==> src/rtl/gcm_pkg.sv <==
// Shared definitions for the AES-GCM datapath.
// Block/word geometry and the keep-to-byte-mask helper.
package gcm_pkg;

    localparam int BLOCK_W         = 128;
    localparam int WORD_W          = 32;
    localparam int WORDS_PER_BLOCK = BLOCK_W / WORD_W;
    localparam int SLOT_W          = $clog2(WORDS_PER_BLOCK);
    localparam int KEEP_W          = WORD_W / 8;

    typedef logic [BLOCK_W-1:0] block_t;
    typedef logic [WORD_W-1:0]  word_t;
    typedef logic [SLOT_W-1:0]  slot_t;
    typedef logic [KEEP_W-1:0]  keep_t;

    // keep[KEEP_W-1] governs the most significant byte of the word
    function automatic word_t keep_to_mask(input keep_t keep);
        word_t m;
        m = '0;
        for (int b = 0; b < KEEP_W; b++) begin
            m[8*b +: 8] = {8{keep[b]}};
        end
        return m;
    endfunction

endpackage

==> src/rtl/gcm_sync_fifo.sv <==
// Synchronous first-word-fall-through FIFO with wrap-bit pointers.
// Storage is not reset; the output is forced to zero when empty.
module gcm_sync_fifo #(
    parameter int WIDTH = 128,
    parameter int DEPTH = 4
) (
    input  logic                     clk,
    input  logic                     rst,
    input  logic                     i_push,
    input  logic [WIDTH-1:0]         i_data,
    input  logic                     i_pop,
    output logic                     o_full,
    output logic                     o_empty,
    output logic [$clog2(DEPTH):0]   o_level,
    output logic [WIDTH-1:0]         o_data
);

    localparam int AW = $clog2(DEPTH);

    logic [AW:0]      r_wptr;
    logic [AW:0]      r_rptr;
    logic [WIDTH-1:0] r_mem [DEPTH];

    logic w_push;
    logic w_pop;

    assign o_empty = (r_wptr == r_rptr);
    assign o_full  = (r_wptr[AW] != r_rptr[AW]) &&
                     (r_wptr[AW-1:0] == r_rptr[AW-1:0]);
    assign o_level = r_wptr - r_rptr;
    assign o_data  = o_empty ? '0 : r_mem[r_rptr[AW-1:0]];

    assign w_push = i_push && !o_full;
    assign w_pop  = i_pop && !o_empty;

    always_ff @(posedge clk) begin
        if (rst) begin
            r_wptr <= '0;
            r_rptr <= '0;
        end else begin
            if (w_push) r_wptr <= r_wptr + 1'b1;
            if (w_pop)  r_rptr <= r_rptr + 1'b1;
        end
    end

    always_ff @(posedge clk) begin
        if (w_push) r_mem[r_wptr[AW-1:0]] <= i_data;
    end

endmodule

==> src/rtl/gcm_rx_packer.sv <==
// Packs a 32-bit word stream big-endian into 128-bit blocks and
// queues them for the encryptor's receive side.
module gcm_rx_packer
    import gcm_pkg::*;
#(
    parameter int DEPTH = 4
) (
    input  logic                   clk,
    input  logic                   rst,
    input  logic                   inValid,
    input  logic [WORD_W-1:0]      inData,
    input  logic [KEEP_W-1:0]      inKeep,
    input  logic                   inLast,
    output logic                   inReady,
    output logic                   rxEmpty,
    output logic [BLOCK_W-1:0]     rxData,
    input  logic                   rxPop,
    output logic [$clog2(DEPTH):0] level
);

    localparam slot_t LAST_SLOT = slot_t'(WORDS_PER_BLOCK - 1);

    slot_t  r_slot;
    block_t r_acc;

    word_t  w_word;
    block_t w_block;
    logic   w_last_slot;
    logic   w_commit_pending;
    logic   w_accept;
    logic   w_commit;
    logic   w_full;

    assign w_word = inLast ? (inData & keep_to_mask(inKeep)) : inData;

    // Unfilled slots in r_acc are already zero, so early commits pad
    always_comb begin
        w_block = r_acc;
        unique case (r_slot)
            2'd0: w_block[127:96] = w_word;
            2'd1: w_block[95:64]  = w_word;
            2'd2: w_block[63:32]  = w_word;
            2'd3: w_block[31:0]   = w_word;
        endcase
    end

    assign w_last_slot      = (r_slot == LAST_SLOT);
    assign w_commit_pending = w_last_slot || (inValid && inLast);
    assign inReady          = !(w_commit_pending && w_full);
    assign w_accept         = inValid && inReady;
    assign w_commit         = w_accept && (w_last_slot || inLast);

    always_ff @(posedge clk) begin
        if (rst) begin
            r_slot <= '0;
            r_acc  <= '0;
        end else if (w_commit) begin
            r_slot <= '0;
            r_acc  <= '0;
        end else if (w_accept) begin
            r_slot <= r_slot + 1'b1;
            r_acc  <= w_block;
        end
    end

    gcm_sync_fifo #(
        .WIDTH (BLOCK_W),
        .DEPTH (DEPTH)
    ) u_fifo (
        .clk     (clk),
        .rst     (rst),
        .i_push  (w_commit),
        .i_data  (w_block),
        .i_pop   (rxPop),
        .o_full  (w_full),
        .o_empty (rxEmpty),
        .o_level (level),
        .o_data  (rxData)
    );

endmodule

==> config.mk <==
export PLATFORM = sky130hd
export DESIGN_NAME = gcm_rx_packer
export DESIGN_NICKNAME = d
export VERILOG_FILES = /design/src/rtl/gcm_pkg.sv /design/src/rtl/gcm_sync_fifo.sv /design/src/rtl/gcm_rx_packer.sv
export SDC_FILE = /design/constraint.sdc
export NUM_CORES = 1
export LEC_CHECK = 0
export CORE_UTILIZATION = 57
export DETAILED_ROUTE_END_ITERATION = 12
export PLACE_DENSITY = 0.82
export SYNTH_ARGS = -nofsm -noshare
export SYNTH_HDL_FRONTEND = slang
export SYNTH_HIERARCHICAL = 1
export SYNTH_SLANG_ARGS = --single-unit
==> constraint.sdc <==
create_clock -name clk -period 6.6 [get_ports clk]
set_input_delay 1.32 -clock clk [delete_from_list [all_inputs] [get_ports clk]]
set_output_delay 1.32 -clock clk [all_outputs]
set_load 0.01 [all_outputs]
; ---- Word-level counts from Yosys, hierarchy flattened
; Memories as Yosys holds them, arrays and structs flattened. A register that Yosys moved wholly into a read port is not among the register bits.
; Index checks and enable logic that the tools add are counted.
[classes]
add_sub_neg = 4
bitwise_logic = 1
n_eq_ne = 6
reduce_logical = 14
n_mux = 10
[op_table]
columns = operator, n
row1 = $mux W32, 5
row2 = $mux W128, 1
row3 = $and A32 B32 Y32, 1
row4 = $logic_and A1 B1 Y1, 7
row5 = $add A3 B1 Y3 const B, 2
row6 = $eq A2 B2 Y1 const B, 2
row7 = $mux W2, 2
row8 = $eq A3 B3 Y1, 1
row9 = $logic_not A1 Y1, 3
row10 = $sub A3 B3 Y3, 1
row11 = $add A2 B1 Y2 const B, 1
row12 = $eq A2 B1 Y1 const B, 1
row13 = $eq A2 B2 Y1, 1
row14 = $logic_not A2 Y1, 1
row15 = $logic_or A1 B1 Y1, 2
row16 = $mux W1, 2
row17 = $reduce_or A2 Y1, 1
row18 = $ne A1 B1 Y1, 1
[word_totals]
input_bits = 41
output_inout_bits = 133
mem_bits_rw = 512
regBits = 136
word_cells = 40
mem_count = 1
[mem_list]
columns = memory, words, width, read_ports, rd_clocked_by_memory_dff, wr, line
row1 = u_fifo.r_mem, 4, 128, 1, 1, 1, gcm_sync_fifo.sv:22  ; logic [WIDTH-1:0] r_mem [DEPTH];

; ---- Depth between registers and ports, before layout
; Gate-level depths: netlist of run 1.
[logic_depth]
depth_word = 9
mapped_depth = 10

; ---- Cells and area by module
; The synthesis of run 1 kept the hierarchy.
[modules_own_cells]
columns = mod, cells_each, n_inst, seq_area_each_um2, area_per_inst_um2
row1 = gcm_sync_fifo, 877, 1, 15534.9, 19964.1
row2 = gcm_rx_packer, 803, 1, 2602.5, 6988.0

; ---- Least setup slack after synthesis of run 1
; No wires, ideal clock.
[synth_path]
path_kind = input -> register
startpoint = in inLast
endpoint = mem u_fifo.r_mem[2][0] (enable)
cell_stages = 6
path_buffers = 2
t_arrival_ps = 5066
setup_slack_ps = 1032
path_cell_list = buf_2 -> nor2_2 -> nor3_1 -> clkbuf_1 -> o21a_1 -> and2_1
[synth_via]
elab_chain_len = 9
[synth_lines]
columns = element, line
row1 = from (decl), gcm_rx_packer.sv:13  ; input logic inLast,
row2 = $logic_and A1 B1 Y1, gcm_rx_packer.sv:48  ; assign w_commit_pending = w_last_slot || (inValid && inLast);
row3 = $logic_or A1 B1 Y1, gcm_rx_packer.sv:48
row4 = $logic_and A1 B1 Y1, gcm_rx_packer.sv:49  ; assign inReady = !(w_commit_pending && w_full);
row5 = $logic_not A1 Y1, gcm_rx_packer.sv:49
row6 = $logic_and A1 B1 Y1, gcm_rx_packer.sv:50  ; assign w_accept = inValid && inReady;
row7 = $logic_and A1 B1 Y1 (*), gcm_rx_packer.sv:51  ; assign w_commit = w_accept && (w_last_slot || inLast);
row8 = via w_commit, gcm_rx_packer.sv:31  ; logic w_commit;
row9 = $logic_and A1 B1 Y1 (*), gcm_sync_fifo.sv:33  ; assign w_push = i_push && !o_full;
row10 = $mux W1 (*), gcm_sync_fifo.sv:47  ; if (w_push) r_mem[r_wptr[AW-1:0]] <= i_data;
row11 = $mux W1 (implied by the code) (*), gcm_sync_fifo.sv:47
row12 = to (decl), gcm_sync_fifo.sv:22
; Mark *: on every way through the listed nets, which the timed path passes. The rest lies on a longest branch.

; ---- Worst setup path in the final report of run 1
[layout_path]
startpoint = reg u_fifo.r_wptr[0]
endpoint = out rxData[31]
[layout_via]
elab_chain_len = 2
[layout_lines]
columns = element, line
row1 = from (decl), gcm_sync_fifo.sv:20  ; logic [AW:0] r_wptr;
row2 = from (signal assigned), gcm_sync_fifo.sv:41  ; if (w_push) r_wptr <= r_wptr + 1'b1;
row3 = $eq A3 B3 Y1, gcm_sync_fifo.sv:27  ; assign o_empty = (r_wptr == r_rptr);
row4 = $mux W128, gcm_sync_fifo.sv:31  ; assign o_data = o_empty ? '0 : r_mem[r_rptr[AW-1:0]];
row5 = to (decl), gcm_rx_packer.sv:16  ; output logic [BLOCK_W-1:0] rxData,
; Every way passes these cells.

==> summary.txt, run 1 <==
Outcome
  • Outcome: finished clean

Clocking
  • Clock Path Buffers: 3
  • Hold Buf Count CTS: 0
  • CTS tree: built
  • CTS Buf Count: 61
  • Cts repair resizes: 0
  • Root Driver: clkbuf_16
  • Clock Latency Late Sink: between 600 and 700 ps
  • CTS sink cnt: 650
  • Clock transition at path regs: 60 ps
  • Setup Fix Bufs, Post-CTS: 0
  • H-Tree Depth: 2

Place
  • Port bufs: between 150 and 200
  • Detailed-placement wirelength estimate: between 30000 and 40000 um
  • Final RePlAce weighted congestion: 0.7730

Global routing
  • GR peak layer: met2
  • Met1 usage: 35.25%
  • Grt met2 use: between 40% and 50%
  • Largest net degree at the start of global routing: 129
  • GRT Overall Usage: 26.38%
  • Initial antenna violation count: 7
  • Vias in the first global route: 15805
  • Total gr overflow: 0
  • First-pass GRT wire length: 94210 um
  • Met3 Usage GRT: 5.700%

Drt
  • Vias: 15815
  • Pre-Repair DR Iteration Count: 7
  • Final wirelength: 62940 um
  • Routed length per instance: 25.50 um
  • Final ANT Viol Nets: 0
  • Starting DRT DRC Count: 1793
  • Vias per cell: approximately 6.4
  • Remaining DRCs: 0

Die
  • Die H: between 200 and 250 um
  • Initial core utilization: roughly 58%
  • Die Width: 219.5 um
  • Die ar.: 48160 um^2
  • Num rows: 79
  • Core footprint: 46560 um^2
  • Top Ports: 174

Logic synthesis
  • Seq/Total Area, Yosys: between 60% and 70%
  • Unique masters post-synth: 48
  • Most area-hungry cell type in the Yosys netlist: edfxtp_1
  • Count leader, synth: edfxtp_1
  • Avg Cell Area, Syn: about 16 um^2
  • Ys async rst share: 0%
  • Top cell type's share of synthesized area: 57.04%
  • Top cells by count, synth: edfxtp_1, dfxtp_1, a21oi_1
  • Post-Synthesis Net Count: between 1500 and 2000
  • #FFs+latches synth: 650
  • Synth top area cells: edfxtp_1, mux4_2, dfxtp_1, mux2_2, nor2b_1
  • Count of flip-flops with a built-in enable after synthesis: 512
  • Prevailing post-synth register cell: edfxtp_1
  • Mapped Area: about 27000 um^2
  • Syn Inst Count: 1680
  • Synth Warn #: 6

Pwr
  • Pwr dens: 380.1 nW/um^2
  • Worst vdd rail ir drop: between 0.0004 and 0.0005 V
  • Leak: just under 10 nW

Worst setup path
  • CP arrival: 3370 ps
  • Crit-path max FO: 72
  • CP Launch Type: register
  • Critical Path Sink Type: output pin
  • CP required: 5280 ps
  • Setup CP Type: reg -> out

Timing
  • Worst Tran Pin Value: 1266 ps
  • Hold_ws: 455.8 ps
  • Clock Skew: between 10 and 15 ps
  • Minimum period implied by the final worst setup slack: 4691 ps
  • RSZ-0062 raised after global routing: false
  • Fmax: 0.2132 GHz
  • Relative slew slack: between 15 and 20%
  • Period utilization: a little under three quarters
  • Max-slew violations: 0
  • Endpoints failing setup: 0
  • Final TNS setup: 0 ps
  • Final hold vios: 0

Final layout
  • Syn-to-layout area delta: 15.21%
  • Post-layout nets: 1857
  • Layout cells sized above 1: 21.82%

Min path
  • Worst Hold Class: reg -> reg

Run
  • Max-cap violations: 0
-- kinds of logic after synthesis --
kind of cell    after synthesis  share of synthesized area, %
fa+ha+maj                    12                        0.5849
xor+xnor                      2                       0.09287
simple gates                365                         8.031
flops                       650                         67.29
mux                         256                         16.04
buf+inv                     152                         3.161
compound gates              243                         4.791
-- per-stage QoR --
stage | cell area, um^2 | setup WS, ps | power, mW | utilization (%) | cells
after floorplan | 26950 | 1032 | 6.836 | - | 1680
after global placement | 29000 | 1873 | 8.357 | 62.29 | 2348
after detailed placement | 29000 | 1807 | 8.389 | 62.29 | 2348
after CTS | 31040 | 1800 | 11.90 | 66.67 | 2463
after global routing | 31050 | 1678 | 12.26 | 66.69 | 2466
final | 31050 | 1909 | 11.80 | 66.70 | 2468
-- layer usage --
layer	up-vias	part of all wire, %
li1	6798	-
met1	7933	39
met2	920	49
met3	160	9.2
met4	4	3.6
met5	-	0.048
-- sequential cells by signal, summed over array words and instances, names as in the netlist, named ones only --
signal and flops:
r_slot 2, r_acc 128, u_fifo/r_rptr 3, u_fifo/r_wptr 3, u_fifo/r_mem 512
-- critical path, stage by stage (launching register included) --
cell and delay [ps]:
dfxtp_1 440, inv_1 120, ha_1 380, nand2_1 370, nor2b_4 110, buf_12 240, nor2b_1 440, clkdlybuf4s50_1 640
-- area by class of cell --
class	instances	area [um^2]
flip-flops and latches	650	18140
fillers	3011	15500
multi-input cells	878	7988
repair buffers	203	2069
clock buffers	83	1722
well taps	607	759.5
clock inverters	32	319.1
inverters	10	37.54
diodes	5	12.51
-- where the power goes --
| group | total (mW) | internal (mW) | switching, mW |
|---|---|---|---|
| combinational | 3.54 | 1.86 | 1.68 |
| sequential | 4.74 | 4.61 | 0.135 |
| clock | 3.53 | 2.03 | 1.49 |
| total | 11.8 | 8.49 | 3.31 |
-- path summary, 6_finish.rpt --
kind                                                    start                              to  slack [ps]  cells past startpoint
worst min register to register         r_acc[11]$_SDFFE_PP0P_          r_acc[11]$_SDFFE_PP0P_         460                      2
worst max-delay path            u_fifo/r_wptr[0]$_SDFFE_PP0P_                      rxData[31]        1910                      7
worst min-delay path                   r_acc[11]$_SDFFE_PP0P_          r_acc[11]$_SDFFE_PP0P_         460                      2
worst max register to register  u_fifo/r_wptr[0]$_SDFFE_PP0P_  u_fifo/r_mem[0][114]$_DFFE_PP_        2400                      8
-- cell usage in the layout, fill, tap and decap left out, types with 13 or more instances in the layout --
master / instances
edfxtp_1: 512
clkdlybuf4s50_1: 173
dfxtp_1: 136
a21oi_1: 131
nor2b_1: 129
mux2_2: 128
mux4_2: 128
nand4_1: 97
o21ai_0: 95
clkbuf_16: 63
nand2_1: 42
nand3_1: 36
and2_1: 32
buf_4: 21
clkbuf_1: 13
No activity file was read; power rests on OpenSTA's default activity.
==> run 2: changes to the inputs <==
CORE_UTILIZATION = 53   (was 57)
PLACE_DENSITY = 0.8   (was 0.82)
clock period = 4.2 ns   (was 6.6 ns; I/O delays follow)
==> run 2 against run 1 <==
Against the previous run: first-iteration DRC count is 8.0% higher; critical path depth did not move; power rose by 60%; critical path type unchanged; core utilization shrank 4.1 points; worst setup slack lost 1700 ps; clock skew increased by 14 ps; via count grew 0.20%; wire length rose by 1.1%; final area grew 1.2%; combinational power grew 61%; count of clock-buffer cells in the layout decreased by 5; clock power up 64%.
==> summary.txt, run 2 (synthesis results as in run 1) <==
Place
  • Pre-CTS setup slack: 764.1 ps
  • Port bufs: 173
  • Placed insts: 2423
  • Final RePlAce weighted congestion: 0.7828
  • Area after DPL: 29260 um^2
  • Detailed-placement wirelength estimate: approximately 37000 um

Die
  • Die ar.: 51760 um^2
  • Num rows: 82
  • Die H: about 230 um
  • Initial core utilization: 53.72%
  • Core footprint: 50170 um^2
  • Top Ports: 174
  • Die Width: 227.5 um

Drt
  • Vias per cell: between 6 and 7
  • Pre-Repair DR Iteration Count: 6
  • Met2 WL post-DR: 31330 um
  • Remaining DRCs: 0
  • Starting DRT DRC Count: between 1500 and 2000
  • Vias: 15846
  • Routed length per instance: roughly 25 um
  • Met3 WL: 5284 um
  • Final wirelength: 63610 um
  • DR top layer: met4
  • Final ANT Viol Nets: 0
  • WL met1: ~25000 um

Pwr
  • Sw frac: between 20% and 30%
  • Switch Pwr: roughly 5.3 mW
  • Logic pwr share: 30.3%
  • Leak: 9.937 nW
  • Pwr dens: 600.9 nW/um^2
  • Clk pwr share: 30.7%
  • Reg power frac: 39.0%
  • Worst vdd rail ir drop: 0.0004286 V
  • Internal Power: 13.62 mW

Worst setup path
  • CP peak stage delay: 500 ps
  • R2R cell count: 9
  • CP required: 3360 ps
  • Critical Path Sink Type: output pin
  • CP Launch Type: register
  • Crit path buf inv count: 3
  • CP Cell Sequence: inv_1 > ha_1 > nand2_2 > nor2b_4 > buf_12 > nor2b_1 > clkdlybuf4s50_1
  • Crit-path max FO: 75
  • Levels on crit path: 7
  • CP startpoint: u_fifo/r_wptr[0]$_SDFFE_PP0P_
  • CP arrival: roughly 3100 ps
  • Critical-path top delay cell: clkdlybuf4s50_1
  • Setup CP Type: reg -> out
  • Cell family with the largest share of critical-path delay: buffers and inverters
  • Worst r2r src: u_fifo/r_wptr[0]$_SDFFE_PP0P_
  • Flop2flop setup slack: roughly 980 ps

Final layout
  • Post-layout nets: 1869
  • Filler Cell Count: 3383
  • Layout cells sized above 1: 22.50%
  • Fin area: 31420 um^2
  • Most common cell after layout, fill and taps aside: edfxtp_1
  • Commonest non-fill, non-tap cells in the layout: edfxtp_1, clkdlybuf4s50_1, dfxtp_1, a21oi_1, nor2b_1
  • Post-Layout Cell Count: 2540
  • Syn-to-layout area delta: 16.57%
  • Max reg flops: 512

Min path
  • Worst hold path startpoint: r_acc[7]$_SDFFE_PP0P_
  • Hold Path Depth: 2
  • Worst Hold Class: reg -> reg

Global routing
  • GRT Overall Usage: between 20 and 25%
  • Largest net degree at the start of global routing: between 80 and 90
  • Vias in the first global route: 15808
  • First-pass GRT wire length: 95250 um
  • Total gr overflow: 0
  • Initial antenna violation count: 4

Timing
  • Endpoints failing setup: 0
  • Minimum period implied by the final worst setup slack: roughly 4000 ps
  • Final hold vios: 0
  • Setup ws final: roughly 240 ps
  • RSZ-0062 raised after global routing: false
  • Fmax: roughly 0.25 GHz
  • Period utilization: approximately 94%
  • Final TNS setup: 0 ps
  • Worst Tran Pin Value: 1304 ps
  • Relative slew slack: 12.71%
  • Max-slew violations: 0
  • Clock Skew: 29.05 ps

Clocking
  • Clock Path Buffers: 3
  • H-Tree Depth: 2
  • Root Driver: clkbuf_16
  • CTS sink cnt: 650
  • Clock Latency Late Sink: 640 ps
  • Clock transition at path regs: 60 ps
  • CTS Buf Count: 61
  • CTS tree: built

Run
  • Max-cap violations: 0

Outcome
  • Outcome: finished clean
==> run 2: power groups by stage <==
stage	combinational [mW]	clock, mW	sequential (mW)
after global routing	6.13	6.08	7.39
after global placement	5.68	0	7.48
final	5.71	5.80	7.37
after detailed placement	5.73	0	7.50
after floorplan	3.29	0	7.43
after CTS	5.77	5.85	7.37
==> run 2: routing by layer <==
| metal | up-vias | global-route usage, % |
|---|---|---|
| met4 | 0 | 8.725 |
| met1 | 8017 | 33.33 |
| li1 | 6808 | - |
| met5 | - | 0 |
| met3 | 152 | 4.259 |
| met2 | 869 | 41.22 |
==> run 2: worst min-delay path, cell delays in order (launching register included) <==
cell     delay, ps
dfxtp_1        310
nand2_1         50
a21oi_1         50
==> run 2: worst paths after layout <==
check	end
setup / recovery	rxData[109]
hold / removal	r_acc[7]$_SDFFE_PP0P_
setup reg to reg	u_fifo/r_mem[1][113]$_DFFE_PP_
hold reg to reg	r_acc[7]$_SDFFE_PP0P_
==> run 2: final cells by class <==
cell class                 count  area [um^2]  share of cell area (%)
multi-input combinational    878         7998                   25.46
clock inverter                36        469.2                   1.493
clock buffer                  78         1662                   5.289
inverter                      10        37.54                  0.1195
sequential                   650        18140                   57.75
timing repair buffer         215         2263                   7.204
tap                          672        840.8                   2.676
antenna                        1        2.502                0.007965
==> run 2: repair_timing <==
| action | CTS | global route |
|---|---|---|
| endpoints found under the setup margin | 0 | 73 |
| buffers inserted | 0 | 2 |
| hold endpoints to repair | 0 | 0 |
| resized for setup | 0 | 2 |
| hold buffers | 0 | 0 |
==> run 2: through the flow <==
step	total power, mW	hold WS, ps	util (%)
after floorplan	10.72	433.1	-
after global placement	13.16	438.7	58.33
after detailed placement	13.23	445.8	58.33
after CTS	18.99	455.2	62.57
after global routing	19.60	466.5	62.62
final	18.88	455.2	62.62
